<file path="src/rtl/mips_bus_pkg.sv">
// mips_bus_pkg
//   Shared types and constants for the CPU-to-Avalon bus master.
//   - bus_state_t : sequencer states (IDLE, REQ, RESP, DONE)
//   - bus_port_t  : which CPU port owns the current transaction
//   - BE_WORD     : full-word byte enable used for instruction fetches
//   - ERR_WORD    : read data returned to the CPU on a timeout abort
//   With MIPS_BUS_MISALIGN_CHECK_EN defined, also provides is_misaligned().
package mips_bus_pkg;

  typedef enum logic [1:0] {
    IDLE = 2'd0,
    REQ  = 2'd1,
    RESP = 2'd2,
    DONE = 2'd3
  } bus_state_t;

  typedef enum logic {
    PORT_INSTR = 1'b0,
    PORT_DATA  = 1'b1
  } bus_port_t;

  localparam logic [3:0]  BE_WORD  = 4'b1111;
  localparam logic [31:0] ERR_WORD = 32'hFFFF_FFFF;

`ifdef MIPS_BUS_MISALIGN_CHECK_EN
  // A word access must be word aligned; a halfword access must be halfword aligned.
  function automatic logic is_misaligned(input logic [1:0] addr_lo, input logic [3:0] be);
    logic two_lane;
    case (be)
      4'b0011, 4'b0101, 4'b0110,
      4'b1001, 4'b1010, 4'b1100: two_lane = 1'b1;
      default:                   two_lane = 1'b0;
    endcase
    is_misaligned = ((be == BE_WORD) && (addr_lo != 2'b00)) ||
                    (two_lane && addr_lo[0]);
  endfunction
`endif

endpackage

</file>
<file path="src/rtl/mips_bus_wait_counter.sv">
// mips_bus_wait_counter
//   Saturating up-counter of enabled cycles with a "limit reached this cycle" flag.
//   limit_hit is high in the cycle whose enabled edge brings the count to limit,
//   so the owner can act on the same edge. A limit of zero never hits.
// Ports:
//   clk, reset  : clock and synchronous active-high reset
//   clear       : synchronous clear (owner leaves the counted state)
//   enable      : count this cycle
//   limit       : terminal count
//   limit_hit   : enable && (count + 1 == limit)
module mips_bus_wait_counter #(
  parameter int W = 8
) (
  input  logic         clk,
  input  logic         reset,
  input  logic         clear,
  input  logic         enable,
  input  logic [W-1:0] limit,
  output logic         limit_hit
);

  logic [W-1:0] count_r;
  logic [W:0]   count_inc_s;

  // Widened increment so a zero limit cannot match after a wrap
  always_comb begin
    count_inc_s = {1'b0, count_r} + {{W{1'b0}}, 1'b1};
    limit_hit   = enable && (count_inc_s == {1'b0, limit});
  end

  // Enabled-cycle counter, held at all-ones once saturated
  always_ff @(posedge clk) begin
    if (reset || clear) begin
      count_r <= {W{1'b0}};
    end else if (enable && !(&count_r)) begin
      count_r <= count_inc_s[W-1:0];
    end else begin
      count_r <= count_r;
    end
  end

endmodule

</file>
<file path="src/rtl/mips_cpu_bus_master.sv">
// mips_cpu_bus_master
//   Avalon-MM master that serialises the CPU fetch port and data port onto one
//   32-bit bus. Data requests win over fetches. Every transaction runs
//   IDLE -> REQ -> (RESP x READ_LATENCY for reads) -> DONE, and DONE carries a
//   one-cycle *_valid pulse to the owning port.
// Parameters:
//   READ_LATENCY : cycles from the accepting edge to valid readdata (1..4)
//   WAIT_TIMEOUT : consecutive waitrequest cycles before abort (0 = never)
// Ports:
//   clk, reset                       : clock, synchronous active-high reset
//   instr_req/instr_addr             : fetch request (held until instr_valid)
//   instr_valid/instr_rdata          : fetch completion pulse and word
//   data_req/we/addr/wdata/byteenable: load/store request (held until data_valid)
//   data_valid/data_rdata            : load/store completion pulse and load word
//   bus_error                        : pulses with *_valid on a timeout abort
//   address/read/write/writedata/byteenable/waitrequest/readdata : Avalon-MM
// Build option:
//   MIPS_BUS_MISALIGN_CHECK_EN adds output 'misaligned'; misaligned requests are
//   completed locally with rdata=0 instead of being issued. Without it the low
//   address bits are simply masked.
module mips_cpu_bus_master
  import mips_bus_pkg::*;
#(
  parameter int READ_LATENCY = 1,
  parameter int WAIT_TIMEOUT = 64
) (
  input  logic        clk,
  input  logic        reset,
  input  logic        instr_req,
  input  logic [31:0] instr_addr,
  output logic        instr_valid,
  output logic [31:0] instr_rdata,
  input  logic        data_req,
  input  logic        data_we,
  input  logic [31:0] data_addr,
  input  logic [31:0] data_wdata,
  input  logic [3:0]  data_byteenable,
  output logic        data_valid,
  output logic [31:0] data_rdata,
  output logic        bus_error,
`ifdef MIPS_BUS_MISALIGN_CHECK_EN
  output logic        misaligned,
`endif
  output logic [31:0] address,
  output logic        read,
  output logic        write,
  input  logic        waitrequest,
  output logic [31:0] writedata,
  output logic [3:0]  byteenable,
  input  logic [31:0] readdata
);

  bus_state_t  state_r;
  bus_port_t   port_r;
  logic        we_r;

  logic        sel_valid_s;
  bus_port_t   sel_port_s;
  logic        sel_we_s;
  logic [31:0] sel_addr_s;
  logic [31:0] sel_wdata_s;
  logic [3:0]  sel_be_s;
  logic        misalign_s;

  logic        wait_hit_s;
  logic        lat_hit_s;
  logic        timeout_s;

  // Fixed-priority port selection; the word address drops the byte offset
  always_comb begin
    sel_valid_s = data_req || instr_req;
    if (data_req) begin
      sel_port_s  = PORT_DATA;
      sel_we_s    = data_we;
      sel_addr_s  = {data_addr[31:2], 2'b00};
      sel_wdata_s = data_wdata;
      sel_be_s    = data_byteenable;
    end else begin
      sel_port_s  = PORT_INSTR;
      sel_we_s    = 1'b0;
      sel_addr_s  = {instr_addr[31:2], 2'b00};
      sel_wdata_s = 32'h0000_0000;
      sel_be_s    = BE_WORD;
    end
  end

`ifdef MIPS_BUS_MISALIGN_CHECK_EN
  // Alignment check on the selected request
  always_comb begin
    if (data_req) begin
      misalign_s = is_misaligned(data_addr[1:0], data_byteenable);
    end else begin
      misalign_s = is_misaligned(instr_addr[1:0], BE_WORD);
    end
  end
`else
  logic unused_addr_lo_s;
  assign unused_addr_lo_s = ^{data_addr[1:0], instr_addr[1:0]};
  assign misalign_s       = 1'b0;
`endif

  // Timeout only applies when enabled
  always_comb begin
    if (WAIT_TIMEOUT != 0) begin
      timeout_s = wait_hit_s;
    end else begin
      timeout_s = 1'b0;
    end
  end

  mips_bus_wait_counter #(.W(16)) u_wait_cnt (
    .clk       (clk),
    .reset     (reset),
    .clear     (state_r != REQ),
    .enable    ((state_r == REQ) && waitrequest),
    .limit     (16'(WAIT_TIMEOUT)),
    .limit_hit (wait_hit_s)
  );

  mips_bus_wait_counter #(.W(3)) u_lat_cnt (
    .clk       (clk),
    .reset     (reset),
    .clear     (state_r != RESP),
    .enable    (state_r == RESP),
    .limit     (3'(READ_LATENCY)),
    .limit_hit (lat_hit_s)
  );

  // Bus sequencer: request capture, strobes, response capture, completion pulses.
  // Completion pulses are set on the edge entering DONE so they are high in DONE.
  always_ff @(posedge clk) begin
    if (reset) begin
      state_r     <= IDLE;
      port_r      <= PORT_INSTR;
      we_r        <= 1'b0;
      address     <= 32'h0000_0000;
      read        <= 1'b0;
      write       <= 1'b0;
      writedata   <= 32'h0000_0000;
      byteenable  <= 4'b0000;
      instr_valid <= 1'b0;
      data_valid  <= 1'b0;
      bus_error   <= 1'b0;
      instr_rdata <= 32'h0000_0000;
      data_rdata  <= 32'h0000_0000;
`ifdef MIPS_BUS_MISALIGN_CHECK_EN
      misaligned  <= 1'b0;
`endif
    end else begin
      instr_valid <= 1'b0;
      data_valid  <= 1'b0;
      bus_error   <= 1'b0;
`ifdef MIPS_BUS_MISALIGN_CHECK_EN
      misaligned  <= 1'b0;
`endif
      case (state_r)
        IDLE: begin
          if (sel_valid_s && misalign_s) begin
            // Completed locally, never reaches the bus
            port_r      <= sel_port_s;
            we_r        <= sel_we_s;
            instr_valid <= (sel_port_s == PORT_INSTR);
            data_valid  <= (sel_port_s == PORT_DATA);
            if (sel_port_s == PORT_DATA) begin
              data_rdata <= 32'h0000_0000;
            end else begin
              instr_rdata <= 32'h0000_0000;
            end
`ifdef MIPS_BUS_MISALIGN_CHECK_EN
            misaligned  <= 1'b1;
`endif
            state_r     <= DONE;
          end else if (sel_valid_s) begin
            port_r     <= sel_port_s;
            we_r       <= sel_we_s;
            address    <= sel_addr_s;
            writedata  <= sel_wdata_s;
            byteenable <= sel_be_s;
            read       <= !sel_we_s;
            write      <= sel_we_s;
            state_r    <= REQ;
          end else begin
            state_r <= IDLE;
          end
        end
        REQ: begin
          if (!waitrequest) begin
            read  <= 1'b0;
            write <= 1'b0;
            if (we_r) begin
              data_valid <= 1'b1;
              state_r    <= DONE;
            end else begin
              state_r <= RESP;
            end
          end else if (timeout_s) begin
            read        <= 1'b0;
            write       <= 1'b0;
            bus_error   <= 1'b1;
            instr_valid <= (port_r == PORT_INSTR);
            data_valid  <= (port_r == PORT_DATA);
            if (port_r == PORT_DATA) begin
              data_rdata <= ERR_WORD;
            end else begin
              instr_rdata <= ERR_WORD;
            end
            state_r     <= DONE;
          end else begin
            // Stalled: every bus output keeps its value
            state_r <= REQ;
          end
        end
        RESP: begin
          if (lat_hit_s) begin
            if (port_r == PORT_DATA) begin
              data_rdata <= readdata;
            end else begin
              instr_rdata <= readdata;
            end
            instr_valid <= (port_r == PORT_INSTR);
            data_valid  <= (port_r == PORT_DATA);
            state_r     <= DONE;
          end else begin
            state_r <= RESP;
          end
        end
        DONE: begin
          state_r <= IDLE;
        end
        default: begin
          read    <= 1'b0;
          write   <= 1'b0;
          state_r <= IDLE;
        end
      endcase
    end
  end

endmodule

</file>
<file path="config.mk">
export PLATFORM = sky130hd
export DESIGN_NAME = mips_cpu_bus_master
export DESIGN_NICKNAME = d
export VERILOG_FILES = /design/src/rtl/mips_bus_pkg.sv /design/src/rtl/mips_bus_wait_counter.sv /design/src/rtl/mips_cpu_bus_master.sv
export SDC_FILE = /design/constraint.sdc
export NUM_CORES = 1
export LEC_CHECK = 0
export BUFFER_PORTS_ARGS = -buffer_cell sky130_fd_sc_hd__buf_2
export CORE_UTILIZATION = 51
export DETAILED_ROUTE_END_ITERATION = 8
export PLACE_DENSITY = 0.81
export SLEW_MARGIN = 20
export SYNTH_ARGS = -nofsm -noshare
export SYNTH_HDL_FRONTEND = slang
export SYNTH_SLANG_ARGS = --single-unit
</file>
<file path="constraint.sdc">
create_clock -name clk -period 3.15 [get_ports clk]
set_input_delay 0 -clock clk [delete_from_list [all_inputs] [get_ports clk]]
set_output_delay 0 -clock clk [all_outputs]
set_load 0.05 [all_outputs]
</file>
Word level (Yosys, flattened, before mapping)
Cells that the tools add are included.
Cells by class
  $add $sub $neg: 2
  eq/ne operators: 16
  multiplexer cells: 39
  bitwise gates (word level): 3
  reductions and logical operators: 21
Operators by type and width (count)
  $mux 32: 12
  $pmux 32 s2: 2
  $ne 2x2->1 const B: 9
  $add 16x1->17 const B: 1
  $eq 17x7->1 const B: 1
  $mux 1: 17
  $reduce_and 16->1: 1
  $reduce_and 6->1: 2
  $pmux 1 s2: 4
  $pmux 2 s4: 1
  $reduce_and 3->1: 2
  $logic_and 1x1->1: 5
  $add 3x1->4 const B: 1
  $eq 2x2->1 const B: 2
  $eq 4x1->1 const B: 1
  $mux 2: 2
  $mux 4: 1
  $reduce_bool 2->1: 2
  $logic_not 1->1: 3
  $logic_or 1x1->1: 3
  $ne 3x3->1 const B: 1
  $not 1->1: 3
  $reduce_or 3->1: 1
  $eq 2x1->1 const B: 1
  other kinds (3): 3
Storage, ports and cells
  bits in registers: 160
  bits of input ports: 138
  output and inout bits: 137
  logic and storage cells: 96

Depth between registers and ports, before layout
Gate-level depths: netlist of run 1.
  depth after elaboration: 6
  gate-level depth with buffers: 12
  depth with buffers taken out: 8

Modules after synthesis
A second synthesis of run 1 with hierarchy kept.
Second synthesis, totals
  cell total of the unflattened synthesis: 783
  area total of the unflattened synthesis: 6956.7 sq um
Modules (own cells, without submodules)
  mips_cpu_bus_master: instances 1, cells an instance 618, area each 5539.1 sq um, sequential area each 2782.7 sq um
  mips_bus_wait_counter at u_wait_cnt: instances 1, cells an instance 148, area each 1229.9 sq um, sequential area each 320.3 sq um
  mips_bus_wait_counter at u_lat_cnt: instances 1, cells an instance 17, area each 187.7 sq um, sequential area each 60.1 sq um

Worst setup path before layout of run 1
OpenSTA, ideal clock, no wires.
  kind: flip-flop to flip-flop
  start point: register u_wait_cnt.count_r[3]
  end point: register instr_rdata[21]
  setup time: 0.120 ns
  arrival: 2.407 ns
  data required time: 3.030 ns
  setup slack: 0.623 ns
  stages on the path, launching flop included: 9
  buffers on the path: 2
  clock period less this slack: 2.527 ns
  cell sequence: dfxtp_1 -> or4b_1 -> or4_1 -> a221o_1 -> a221o_2 -> nor2_4 -> buf_6 -> buf_12 -> o21ai_2
On the way
  cells in the longest elaborated chain, start to end: 5
Ends and longest elaborated chain
  start, declared: RTL line mips_bus_wait_counter.sv:22  | logic [W-1:0] count_r;
  start signal, assigned: RTL line mips_bus_wait_counter.sv:34  | count_r <= {W{1'b0}};
  start signal, assigned: RTL line mips_bus_wait_counter.sv:36  | count_r <= count_inc_s[W-1:0];
  start signal, assigned: RTL line mips_bus_wait_counter.sv:38  | count_r <= count_r;
  $add 16x1->17: RTL line mips_bus_wait_counter.sv:27  | count_inc_s = {1'b0, count_r} + {{W{1'b0}}, 1'b1};
  $eq 17x7->1: RTL line mips_bus_wait_counter.sv:28  | limit_hit = enable && (count_inc_s == {1'b0, limit});
  $logic_and 1x1->1: RTL line mips_bus_wait_counter.sv:28
  $ne 2x2->1 (no line)
  $reduce_and 6->1 (no line)
  end signal, assigned: RTL line mips_cpu_bus_master.sv:218  | instr_rdata <= readdata;
  end, declared: RTL line mips_cpu_bus_master.sv:32  | output logic [31:0] instr_rdata,
No other way between the ends.
A chain may end at the register's enable or synchronous reset.

Final worst setup path of run 1
  start point: register u_wait_cnt.count_r[3]
  end point: register instr_rdata[23]
The elaborated chain is that of the path after synthesis.

==> results_tabular.tex, run 1 <==
\begin{tabular}{lr}
\hline
Metric & Value \\
\hline
\multicolumn{2}{l}{\textbf{Detailed routing}} \\
\quad Number of nets with antenna violations after routing & 0 \\
\quad Wire length after detailed routing & 30.65 mm \\
\quad Count of unresolved DRC violations after routing & 0 \\
\quad Vias after detailed routing & roughly 9500 \\
\quad Detailed-route vias per instance & 6.138 \\
\quad Iteration count of the initial detailed-routing pass & 6 \\
\quad Number of DRC markers in iteration 0 & 1170 \\
\quad Per-cell routed wire length & between 15 and 20 um \\
\multicolumn{2}{l}{\textbf{STA}} \\
\quad Final hold violation count & 0 \\
\quad Post-route setup TNS & 0 ps \\
\quad Unrepaired setup endpoints after global routing & no \\
\quad Final min period & 2791 ps \\
\quad Final Max Tran Viols & 0 \\
\quad Final period util & 0.8861 \\
\quad Achievable frequency & about 0.36 GHz \\
\quad Tightest slew margin relative to the limit & 0.4209 \\
\quad Slew at the pin closest to its max-slew limit & 868.7 ps \\
\quad Setup violations, final & 0 \\
\quad Clock Skews & roughly 13 ps \\
\quad Post-route worst setup slack & roughly 360 ps \\
\multicolumn{2}{l}{\textbf{Power}} \\
\quad Power Dens Cells & around 480 nW/um\^{}2 \\
\quad Overall power of the completed layout & $\sim$5.4 mW \\
\quad Worst-case vdd ir drop & 401.4 uV \\
\quad Power share of the sequential group & 0.403 \\
\quad Comb pwr share & 0.218 \\
\quad Share of power burned in the clock network & 0.379 \\
\quad Net switching component of the power & around 1.8 mW \\
\quad Leakage power & roughly 5 nW \\
\quad Internal Power & between 3 and 4 mW \\
\quad Switching share of power & 0.3296 \\
\multicolumn{2}{l}{\textbf{Clock tree}} \\
\quad Clock-pin slew on the worst setup and hold paths & around 70 ps \\
\quad CTS root buffer & sky130\_fd\_sc\_hd\_\_clkbuf\_16 \\
\quad Number of cells upsized or downsized after cts & 0 \\
\quad Number of buffers on the longest clock path & 2 \\
\quad Clock H-tree levels & 4 \\
\quad Clock insertion delay at the later pin of the skew report & approximately 440 ps \\
\quad CTS tree & done \\
\quad Number of CTS-inserted buffers & 17 \\
\quad Post-CTS setup repair buffer count & 0 \\
\quad CTS sink cnt & roughly 160 \\
\multicolumn{2}{l}{\textbf{Layout}} \\
\quad Final-layout fill cell count & roughly 1100 \\
\quad Layout Nets & around 1500 \\
\quad Cell area after layout & about 11000 um\^{}2 \\
\quad Fraction of layout instances using a drive strength above 1 & 0.2627 \\
\quad Synth-to-Final Area Change & 36.84\% \\
\multicolumn{2}{l}{\textbf{Job}} \\
\quad Max Cap Viol & 0 \\
\multicolumn{2}{l}{\textbf{Worst setup path}} \\
\quad Reg-to-reg setup timing slack & between 300 and 400 ps \\
\quad Required time of the critical path & 3470 ps \\
\quad Critical path data arrival time & 3110 ps \\
\quad Crit end category & flop \\
\quad Capturing element of the worst setup path & instr\_rdata[23] \\
\quad Worst Setup Start Kind & flop \\
\quad Source of the worst register-to-register timing path & u\_wait\_cnt.count\_r[3] \\
\quad Crit path from & u\_wait\_cnt.count\_r[3] \\
\quad Worst reg2reg endpoint & instr\_rdata[23] \\
\quad Critical path start-end classification & reg2reg \\
\quad Worst r2r path cells & 7 \\
\quad Worst-path fanout max & 34 \\
\multicolumn{2}{l}{\textbf{Placement}} \\
\quad Placed instance area & 9473 um\^{}2 \\
\quad Final RePlAce weighted congestion & 0.9038 \\
\quad Worst setup slack before clock tree synthesis & between 400 and 500 ps \\
\quad Sum of net half-perimeters after detailed placement & between 15 and 20 mm \\
\quad Total of buffers placed on input and output ports & 268 \\
\multicolumn{2}{l}{\textbf{Synth}} \\
\quad Post-synthesis average cell area & between 7 and 8 um\^{}2 \\
\quad Number of instances in the synthesized netlist & 1022 \\
\quad Fraction of synthesis flops using an asynchronous set or reset pin & 0 \\
\quad Netlist area before placement & between 8000 and 9000 um\^{}2 \\
\quad Number of enable flip-flop cells after synthesis & 0 \\
\quad Synth unique cells & between 50 and 60 \\
\quad Count of warnings emitted by yosys & 0 \\
\quad \#FFs+latches synth & 158 \\
\quad Commonest register cell after synthesis & sky130\_fd\_sc\_hd\_\_dfxtp\_1 \\
\quad Share of synthesized area occupied by flip-flops and latches & 0.3904 \\
\multicolumn{2}{l}{\textbf{Global route}} \\
\quad Initial antenna violation count & 2 \\
\quad Maximum number of pins on one net before global-route repair & a little over 70 \\
\quad Remaining global-route overflow & 0 \\
\quad Global-route total usage across every layer & 0.3666 \\
\quad Via count of the first global-routing pass & between 8000 and 9000 \\
\quad Wire length of the first global-routing pass & 46.78 mm \\
\multicolumn{2}{l}{\textbf{Min path}} \\
\quad Hold/Removal Path Class & in2reg \\
\multicolumn{2}{l}{\textbf{Floorplanning}} \\
\quad Die width & about 130 um \\
\quad Number of standard-cell rows in the floorplan & 45 \\
\quad Vertical extent of the die & around 130 um \\
\quad Total core area & 15370 um\^{}2 \\
\quad Boundary pin count & about 280 \\
\quad Area of the die & about 16000 um\^{}2 \\
\quad Starting Density & 0.5271 \\
\multicolumn{2}{l}{\textbf{Outcome}} \\
\quad Outcome & finished clean \\
\hline
\end{tabular}
==> cell type report <==
class | instances | area, um^2 | area share
clock buffer | 18 | 439.2 | 0.03961
antenna | 2 | 5.005 | 0.0004514
clock inverter | 13 | 136.4 | 0.01230
inverter | 41 | 153.9 | 0.01388
timing repair buffer | 390 | 2555 | 0.2304
sequential | 158 | 3163 | 0.2853
multi-input combinational | 720 | 4372 | 0.3943
tap | 211 | 264.0 | 0.02381
==> cell families (layout without fill, tap and decap cells) <==
family                     Yosys count  count (layout)  share of synthesized area
other                                1               4                  0.0004628
AOI/OAI and AO/OA                  274             274                     0.2202
buffers and inverters              145             462                    0.07551
DFF                                158             158                     0.3904
xor gates and xnor gates            14              14                    0.01513
adders and majority gates            8               8                    0.01235
and+or+nand+nor                    389             389                     0.2452
muxes                               33              33                    0.04077
==> worst min path at each step <==
stage | startpoint | endpoint | slack [ps] | depth (start not counted)
CTS | readdata[5] | instr_rdata[5] | 10 | 4
finish | readdata[5] | instr_rdata[5] | 20 | 4
detailed placement | data_wdata[31] | writedata[31] | 280 | 3
global placement | data_wdata[12] | writedata[12] | 270 | 3
global route | readdata[5] | instr_rdata[5] | 50 | 4
floorplan | data_wdata[0] | writedata[0] | 170 | 2
==> placed cells by master, fill, tap and decap left out, types with 8 or more instances in the layout <==
cell type,synthesis,layout
sky130_fd_sc_hd__inv_1,41,41
sky130_fd_sc_hd__buf_2,7,267
sky130_fd_sc_hd__o211ai_1,11,11
sky130_fd_sc_hd__ha_1,8,8
sky130_fd_sc_hd__xnor2_1,9,9
sky130_fd_sc_hd__nand3_1,53,53
sky130_fd_sc_hd__buf_4,3,17
sky130_fd_sc_hd__a21o_1,35,35
sky130_fd_sc_hd__a211oi_1,32,32
sky130_fd_sc_hd__nor2_1,117,117
sky130_fd_sc_hd__dfxtp_1,158,158
sky130_fd_sc_hd__nand2_1,45,44
sky130_fd_sc_hd__o21ai_0,52,52
sky130_fd_sc_hd__mux2i_1,33,33
sky130_fd_sc_hd__a21oi_1,43,43
sky130_fd_sc_hd__a31oi_1,61,60
sky130_fd_sc_hd__nor3_1,70,70
sky130_fd_sc_hd__clkbuf_16,0,17
sky130_fd_sc_hd__o21ai_2,20,21
sky130_fd_sc_hd__dlygate4sd3_1,0,103
sky130_fd_sc_hd__nand3b_1,62,62
==> state kept, by name (all words and copies together) (netlist names), 3 cells and up, named ones only <==
signal,count
data_rdata,32
byteenable,4
address,30
writedata,32
instr_rdata,32
u_wait_cnt.count_r,16
u_lat_cnt.count_r,3
==> power groups by stage <==
stage               Combinational, mW  Clock, mW  Sequential [mW]
detailed placement              0.975          0             2.19
global route                     1.22       2.13             2.16
CTS                              1.09       2.03             2.14
global placement                0.962          0             2.18
floorplan                       0.393          0             2.49
finish                           1.17       2.04             2.16
==> worst max-delay path: stages, from the launching register on <==
cell,delay [ps]
sky130_fd_sc_hd__dfxtp_1,440
sky130_fd_sc_hd__nand4_1,300
sky130_fd_sc_hd__o31a_1,420
sky130_fd_sc_hd__a31oi_4,560
sky130_fd_sc_hd__buf_4,470
sky130_fd_sc_hd__nor3_1,110
sky130_fd_sc_hd__a31oi_1,260
sky130_fd_sc_hd__o21ai_2,80
==> timing repair <==
item,4_1_cts,5_1_grt
hold buffers,103,0
endpoints found under the setup margin,0,0
hold endpoints to repair,71,0
==> metal layers <==
layer	share of wire	wire length, um	global-route usage	vias up
met1	0.37	11210	0.4251	4392
li1	-	-	-	4253
met2	0.46	14170	0.5975	703
met3	0.094	2895	0.09140	185
met5	0	0	0	-
met4	0.078	2381	0.2505	0
==> Yosys cell counts (all sizes together), types with 2 or more instances <==
cell type,number,area [um^2]
and2,2,12.51
or3,8,50.05
mux2i,33,330.3
nand3b,62,465.5
a31oi,61,381.6
nand2b,4,25.02
inv,41,153.9
o21a,2,15.01
or2,3,18.77
nor2b,5,31.28
nor2,119,461.7
and3,4,25.02
nor3,70,350.3
a211o,2,17.52
buf,25,161.4
a211oi,32,240.2
a221o,2,21.27
and4,3,26.28
nand2,45,168.9
o21ai,75,450.4
nand3,53,265.3
nor3b,2,15.01
clkbuf,79,296.5
and3b,4,35.03
a21oi,43,215.2
xor2,5,43.79
o211ai,11,82.58
ha,8,100.1
nand4,2,12.51
xnor2,9,78.83
a21o,35,262.8
dfxtp,158,3163
==> stage by stage <==
step / instances / util / hold WS [ps]
2_1_floorplan: 1023 / - / 167.6
3_3_place_gp: 1417 / 0.6163 / 273.5
3_5_place_dp: 1417 / 0.6163 / 279.3
4_1_cts: 1551 / 0.7208 / 11.61
5_1_grt: 1553 / 0.7214 / 50.59
6_report: 1553 / 0.7214 / 22.73
(Power assumes the default switching activity.)
==> run 2: changes to the inputs <==
Settings changed: BUFFER_PORTS_ARGS -buffer_cell sky130_fd_sc_hd__buf_2 to not set, CORE_UTILIZATION 51 to 60, DONT_BUFFER_PORTS set to 1, PLACE_DENSITY 0.81 to 0.76.
==> run 2 against run 1 <==
Net effect:
- the flow now finishes with violations (negative hold slack)
- core utilization increased by 3.1 points
- combinational power decreased by 42%
- via count decreased by 11%
- worst setup slack got worse by 70 ps
- flip-flop and latch count unchanged
- critical path depth unchanged
- routed wire length decreased by 8.3%
- non-clock buffer count decreased by 249
- critical path type unchanged
==> results_tabular.tex, run 2 (synthesis results as in run 1) <==
\begin{tabular}{lr}
\hline
Metric & Value \\
\hline
\multicolumn{2}{l}{\textbf{Outcome}} \\
\quad Outcome & finished with violations \\
\quad Violated checks & negative hold slack \\
\multicolumn{2}{l}{\textbf{Floorplanning}} \\
\quad Number of standard-cell rows in the floorplan & 42 \\
\quad Total core area & 13190 um\^{}2 \\
\quad Starting Density & 0.6143 \\
\quad Die width & about 120 um \\
\quad Area of the die & around 14000 um\^{}2 \\
\quad Vertical extent of the die & about 120 um \\
\quad Boundary pin count & approximately 280 \\
\multicolumn{2}{l}{\textbf{STA}} \\
\quad Unrepaired setup endpoints after global routing & no \\
\quad Setup violations, final & 0 \\
\quad Final hold violation count & 1 \\
\quad Final Max Tran Viols & 0 \\
\quad Final period util & 0.9084 \\
\quad Hold Worst Slack & -3.854 ps \\
\quad Clock Skews & roughly 13 ps \\
\quad Tightest slew margin relative to the limit & 0.5350 \\
\quad Final min period & around 2900 ps \\
\quad Post-route setup TNS & 0 ps \\
\quad Slew at the pin closest to its max-slew limit & 696.8 ps \\
\quad Achievable frequency & 0.3495 GHz \\
\multicolumn{2}{l}{\textbf{Placement}} \\
\quad Post-placement cell count & about 1100 \\
\quad Placed instance area & around 8000 um\^{}2 \\
\quad Sum of net half-perimeters after detailed placement & 13.59 mm \\
\quad Final RePlAce weighted congestion & slightly below 0.9 \\
\quad Total of buffers placed on input and output ports & 0 \\
\multicolumn{2}{l}{\textbf{Layout}} \\
\quad Synth-to-Final Area Change & 22.50\% \\
\quad Most frequent cells in the layout & sky130\_fd\_sc\_hd\_\_dfxtp\_1, sky130\_fd\_sc\_hd\_\_dlygate4sd3\_1, sky130\_fd\_sc\_hd\_\_nor2\_1 \\
\quad Layout Nets & about 1200 \\
\quad Most common library cell in the layout ignoring fill and taps & sky130\_fd\_sc\_hd\_\_dfxtp\_1 \\
\quad Fraction of layout instances using a drive strength above 1 & 0.07424 \\
\quad Number of cells in the finished layout apart from fillers & 1268 \\
\quad Cell area after layout & approximately 9900 um\^{}2 \\
\quad Largest regs & data\_rdata: 32 flops, instr\_rdata: 32 flops, writedata: 32 flops \\
\multicolumn{2}{l}{\textbf{Job}} \\
\quad Max Cap Viol & 0 \\
\multicolumn{2}{l}{\textbf{Detailed routing}} \\
\quad Detailed-route vias per instance & between 6 and 7 \\
\quad Number of DRC markers in iteration 0 & between 1000 and 1500 \\
\quad Iteration count of the initial detailed-routing pass & 7 \\
\quad Wire length after detailed routing & around 28 mm \\
\quad Per-cell routed wire length & around 22 um \\
\quad Count of unresolved DRC violations after routing & 0 \\
\quad Number of nets with antenna violations after routing & 0 \\
\quad Vias after detailed routing & between 8000 and 9000 \\
\multicolumn{2}{l}{\textbf{Clock tree}} \\
\quad Number of CTS-inserted buffers & 17 \\
\quad Clock-pin slew on the worst setup and hold paths & $\sim$70 ps \\
\quad CTS sink cnt & about 160 \\
\quad CTS root buffer & sky130\_fd\_sc\_hd\_\_clkbuf\_16 \\
\quad Number of cells upsized or downsized after cts & 0 \\
\quad Number of buffers on the longest clock path & 2 \\
\quad Clock H-tree levels & 4 \\
\quad CTS tree & done \\
\quad Clock insertion delay at the later pin of the skew report & about 430 ps \\
\quad Post-CTS setup repair buffer count & 0 \\
\multicolumn{2}{l}{\textbf{Worst setup path}} \\
\quad Critical path data arrival time & $\sim$3100 ps \\
\quad Worst Setup Start Kind & flop \\
\quad Critical path buffer and inverter count & 1 \\
\quad Crit end category & flop \\
\quad Max incr delay on CP & around 540 ps \\
\quad Required time of the critical path & between 3000 and 4000 ps \\
\quad Worst-path fanout max & 65 \\
\quad Cell type group with the largest total delay on the critical path & simple AND/OR/NAND/NOR gates \\
\quad Cell Chain, Critical Path & or4b\_1 -> or4\_1 -> a221o\_1 -> a221oi\_4 -> buf\_12 -> and3\_1 -> a211oi\_1 \\
\quad Critical-path top delay cell & sky130\_fd\_sc\_hd\_\_or4b\_1 \\
\quad Critical path start-end classification & reg2reg \\
\multicolumn{2}{l}{\textbf{Global route}} \\
\quad Maximum number of pins on one net before global-route repair & 158 \\
\quad Initial antenna violation count & 1 \\
\quad Global-route total usage across every layer & 0.3934 \\
\quad Wire length of the first global-routing pass & approximately 44 mm \\
\quad Via count of the first global-routing pass & 8106 \\
\quad Remaining global-route overflow & 0 \\
\multicolumn{2}{l}{\textbf{Power}} \\
\quad Overall power of the completed layout & between 5 and 6 mW \\
\quad Power Dens Cells & roughly 520 nW/um\^{}2 \\
\quad Worst-case vdd ir drop & 433.4 uV \\
\quad Leakage power & between 3 and 4 nW \\
\multicolumn{2}{l}{\textbf{Min path}} \\
\quad Hold/Removal Path Class & in2reg \\
\hline
\end{tabular}
run 2: through the flow:
step	worst slack (ps)	util
finish	288.5	0.7525
global placement	458.0	0.6122
global route	232.9	0.7525
detailed placement	422.8	0.6122
CTS	410.1	0.7520
floorplan	623.3	-
run 2: final timing paths:
| check | from | to | slack (ps) | cells after the start |
|---|---|---|---|---|
| worst max-delay path | u_wait_cnt.count_r[3] | read | 290 | 7 |
| worst min-delay path | reset | bus_error | -4 | 2 |
| worst max register to register | u_wait_cnt.count_r[3] | read | 290 | 7 |
| worst min register to register | we_r | we_r | 530 | 2 |
run 2: per-layer routing:
layer,wire length (um),part of all wire,track usage
met5,0,0,0
met4,1789,0.064,0.2628
met3,2748,0.098,0.1110
met2,13160,0.47,0.6313
met1,10420,0.37,0.4573
run 2: cell type report:
cell class	count	area (um^2)
multi-input cells	720	4372
clock inverters	11	111.4
fillers	834	3264
repair buffers	141	1456
clock buffers	20	446.7
diodes	1	2.502
flip-flops and latches	158	3163
well taps	176	220.2
inverters	41	153.9
run 2: power breakdown:
group / switching [mW] / internal [mW] / leakage [nW] / total (mW)
Clock: 0.881 / 1.11 / 0.255 / 1.99
Sequential: 0.399 / 2.09 / 1.29 / 2.49
Combinational: 0.388 / 0.294 / 2.27 / 0.682
Total: 1.67 / 3.50 / 3.81 / 5.17
run 2: what timing repair did:
action,CTS,global route
hold buffers,125,0
hold endpoints to repair,143,0
setup endpoints to repair,0,0
==> run 3: changes to the inputs <==
Settings changed: PLACE_DENSITY 0.76 to not set, PLACE_DENSITY_LB_ADDON set to 0.3.
==> run 3 against run 2 <==
Net effect:
- the flow now finishes without violations
- register-to-register slack worse by 50 ps
- fmax down 1.7%
- core utilization up 0.61 points
- combinational power up 2%
- critical path depth unchanged
- largest cell class unchanged
==> results_tabular.tex, run 3 (synthesis results as in run 1) <==
\begin{tabular}{lr}
\hline
Metric & Value \\
\hline
\multicolumn{2}{l}{\textbf{Clock tree}} \\
\quad CTS tree & done \\
\quad Clock H-tree levels & 4 \\
\quad Clock-pin slew on the worst setup and hold paths & approximately 70 ps \\
\quad CTS root buffer & sky130\_fd\_sc\_hd\_\_clkbuf\_16 \\
\quad Clock insertion delay at the later pin of the skew report & 430 ps \\
\quad Number of CTS-inserted buffers & 17 \\
\quad Number of buffers on the longest clock path & 2 \\
\quad CTS sink cnt & around 160 \\
\multicolumn{2}{l}{\textbf{Worst setup path}} \\
\quad Worst-path fanout max & 8 \\
\quad Required time of the critical path & between 3000 and 4000 ps \\
\quad Worst r2r path cells & 7 \\
\quad Crit end category & flop \\
\quad Critical path start-end classification & reg2reg \\
\quad Critical path data arrival time & $\sim$3200 ps \\
\quad Worst Setup Start Kind & flop \\
\multicolumn{2}{l}{\textbf{Floorplanning}} \\
\quad Vertical extent of the die & approximately 120 um \\
\quad Boundary pin count & between 200 and 300 \\
\quad Starting Density & 0.6143 \\
\quad Area of the die & about 14000 um\^{}2 \\
\quad Die width & roughly 120 um \\
\quad Total core area & roughly 13000 um\^{}2 \\
\quad Number of standard-cell rows in the floorplan & 42 \\
\multicolumn{2}{l}{\textbf{Outcome}} \\
\quad Outcome & finished clean \\
\multicolumn{2}{l}{\textbf{Detailed routing}} \\
\quad Number of nets with antenna violations after routing & 0 \\
\quad Number of DRC markers in iteration 0 & between 1500 and 2000 \\
\quad Per-cell routed wire length & 22.15 um \\
\quad Detailed-route vias per instance & around 6.7 \\
\quad Count of unresolved DRC violations after routing & 0 \\
\quad Iteration count of the initial detailed-routing pass & 7 \\
\quad Wire length after detailed routing & 28.26 mm \\
\quad Vias after detailed routing & between 8000 and 9000 \\
\multicolumn{2}{l}{\textbf{Power}} \\
\quad Power share of the sequential group & 0.475 \\
\quad Switching share of power & 0.3179 \\
\quad Comb pwr share & 0.132 \\
\quad Worst-case vdd ir drop & 588.4 uV \\
\quad Leakage power & 3.854 nW \\
\quad Share of power burned in the clock network & 0.393 \\
\quad Net switching component of the power & 1.670 mW \\
\quad Internal Power & 3.582 mW \\
\quad Power Dens Cells & 524.8 nW/um\^{}2 \\
\quad Overall power of the completed layout & between 5 and 6 mW \\
\multicolumn{2}{l}{\textbf{Global route}} \\
\quad Via count of the first global-routing pass & between 8000 and 9000 \\
\quad Wire length of the first global-routing pass & between 40 and 50 mm \\
\quad Initial antenna violation count & 0 \\
\quad Maximum number of pins on one net before global-route repair & approximately 160 \\
\quad Global-route total usage across every layer & 0.4004 \\
\quad Remaining global-route overflow & 0 \\
\multicolumn{2}{l}{\textbf{Layout}} \\
\quad Number of antenna cells inserted & 0 \\
\quad Multi-input logic area & about 4400 um\^{}2 \\
\quad Most frequent cells in the layout & sky130\_fd\_sc\_hd\_\_dfxtp\_1, sky130\_fd\_sc\_hd\_\_dlygate4sd3\_1, sky130\_fd\_sc\_hd\_\_nor2\_1 \\
\quad Largest regs & data\_rdata: 32 flops, instr\_rdata: 32 flops, writedata: 32 flops \\
\quad Most common library cell in the layout ignoring fill and taps & sky130\_fd\_sc\_hd\_\_dfxtp\_1 \\
\quad Fraction of layout instances using a drive strength above 1 & 0.07909 \\
\quad Synth-to-Final Area Change & 23.49\% \\
\quad Area used by sequential logic in the layout & 3163 um\^{}2 \\
\quad Layout Nets & between 1000 and 1500 \\
\quad Final-layout fill cell count & $\sim$830 \\
\multicolumn{2}{l}{\textbf{Job}} \\
\quad Max Cap Viol & 0 \\
\multicolumn{2}{l}{\textbf{STA}} \\
\quad Post-route setup TNS & 0 ps \\
\quad Unrepaired setup endpoints after global routing & no \\
\quad Tightest slew margin relative to the limit & 0.3801 \\
\quad Final hold violation count & 0 \\
\quad Clock Skews & between 15 and 20 ps \\
\quad Setup violations, final & 0 \\
\quad Final min period & between 2000 and 3000 ps \\
\quad Slew at the pin closest to its max-slew limit & about 930 ps \\
\quad Achievable frequency & approximately 0.34 GHz \\
\quad Final period util & 0.9242 \\
\quad Final Max Tran Viols & 0 \\
\multicolumn{2}{l}{\textbf{Min path}} \\
\quad Hold/Removal Path Class & in2reg \\
\quad Hold Path Cell Cnt & 5 \\
\multicolumn{2}{l}{\textbf{Placement}} \\
\quad Total of buffers placed on input and output ports & 0 \\
\quad Final RePlAce weighted congestion & just over 0.9 \\
\quad Sum of net half-perimeters after detailed placement & $\sim$14 mm \\
\hline
\end{tabular}
run 3: critical path, cell delays in order (launching register included):
cell and delay, ps:
sky130_fd_sc_hd__dfxtp_1 380, sky130_fd_sc_hd__or4b_1 530, sky130_fd_sc_hd__or4_1 400, sky130_fd_sc_hd__a221o_1 420, sky130_fd_sc_hd__a221o_2 430, sky130_fd_sc_hd__nor2_4 300
sky130_fd_sc_hd__buf_4 240, sky130_fd_sc_hd__o21ai_2 80
run 3: power groups by stage:
stage | Combinational (mW) | Sequential (mW) | Clock, mW
after floorplan | 0.393 | 2.49 | 0
after global placement | 0.411 | 2.52 | 0
after detailed placement | 0.423 | 2.52 | 0
after CTS | 0.622 | 2.48 | 2.05
after global routing | 0.742 | 2.50 | 2.15
final | 0.693 | 2.49 | 2.06
run 3: per-stage QoR:
stage	cells	hold WS, ps	worst slack [ps]	utilization	area [um^2]
floorplan	1023	167.6	623.3	-	8107
global placement	1115	96.29	350.0	0.6128	8083
detailed placement	1115	93.44	334.5	0.6128	8083
CTS	1276	0.3841	311.2	0.7583	10000
global route	1276	44.92	138.2	0.7586	10010
finish	1276	23.68	238.6	0.7586	10010
run 3: per-layer routing:
metal / vias to the layer above / share of wire / GRT usage
met5: - / 0 / 0
met4: 0 / 0.067 / 0.2556
met3: 180 / 0.10 / 0.1086
met2: 671 / 0.46 / 0.6368
met1: 3949 / 0.37 / 0.4774
li1: 3760 / - / -
run 3: path summary, 6_finish.rpt:
| check | startpoint | endpoint | slack (ps) |
|---|---|---|---|
| max reg2reg | u_wait_cnt.count_r[3] | data_rdata[20] | 240 |
| max | u_wait_cnt.count_r[3] | data_rdata[20] | 240 |
| min | readdata[26] | instr_rdata[26] | 20 |
| min reg2reg | we_r | we_r | 540 |
run 3: layout make-up:
cell class,instances,share of cell area
timing repair buffer,150,0.1511
sequential,158,0.3161
clock buffer,19,0.04427
inverter,41,0.01538
multi-input combinational,720,0.4372
tap,176,0.02201
clock inverter,12,0.01401
run 3: what timing repair did:
action	4_1_cts	5_1_grt
hold buffers	130	0
gates resized for setup	0	0
endpoints found under the hold margin	145	0
buffers inserted	0	0
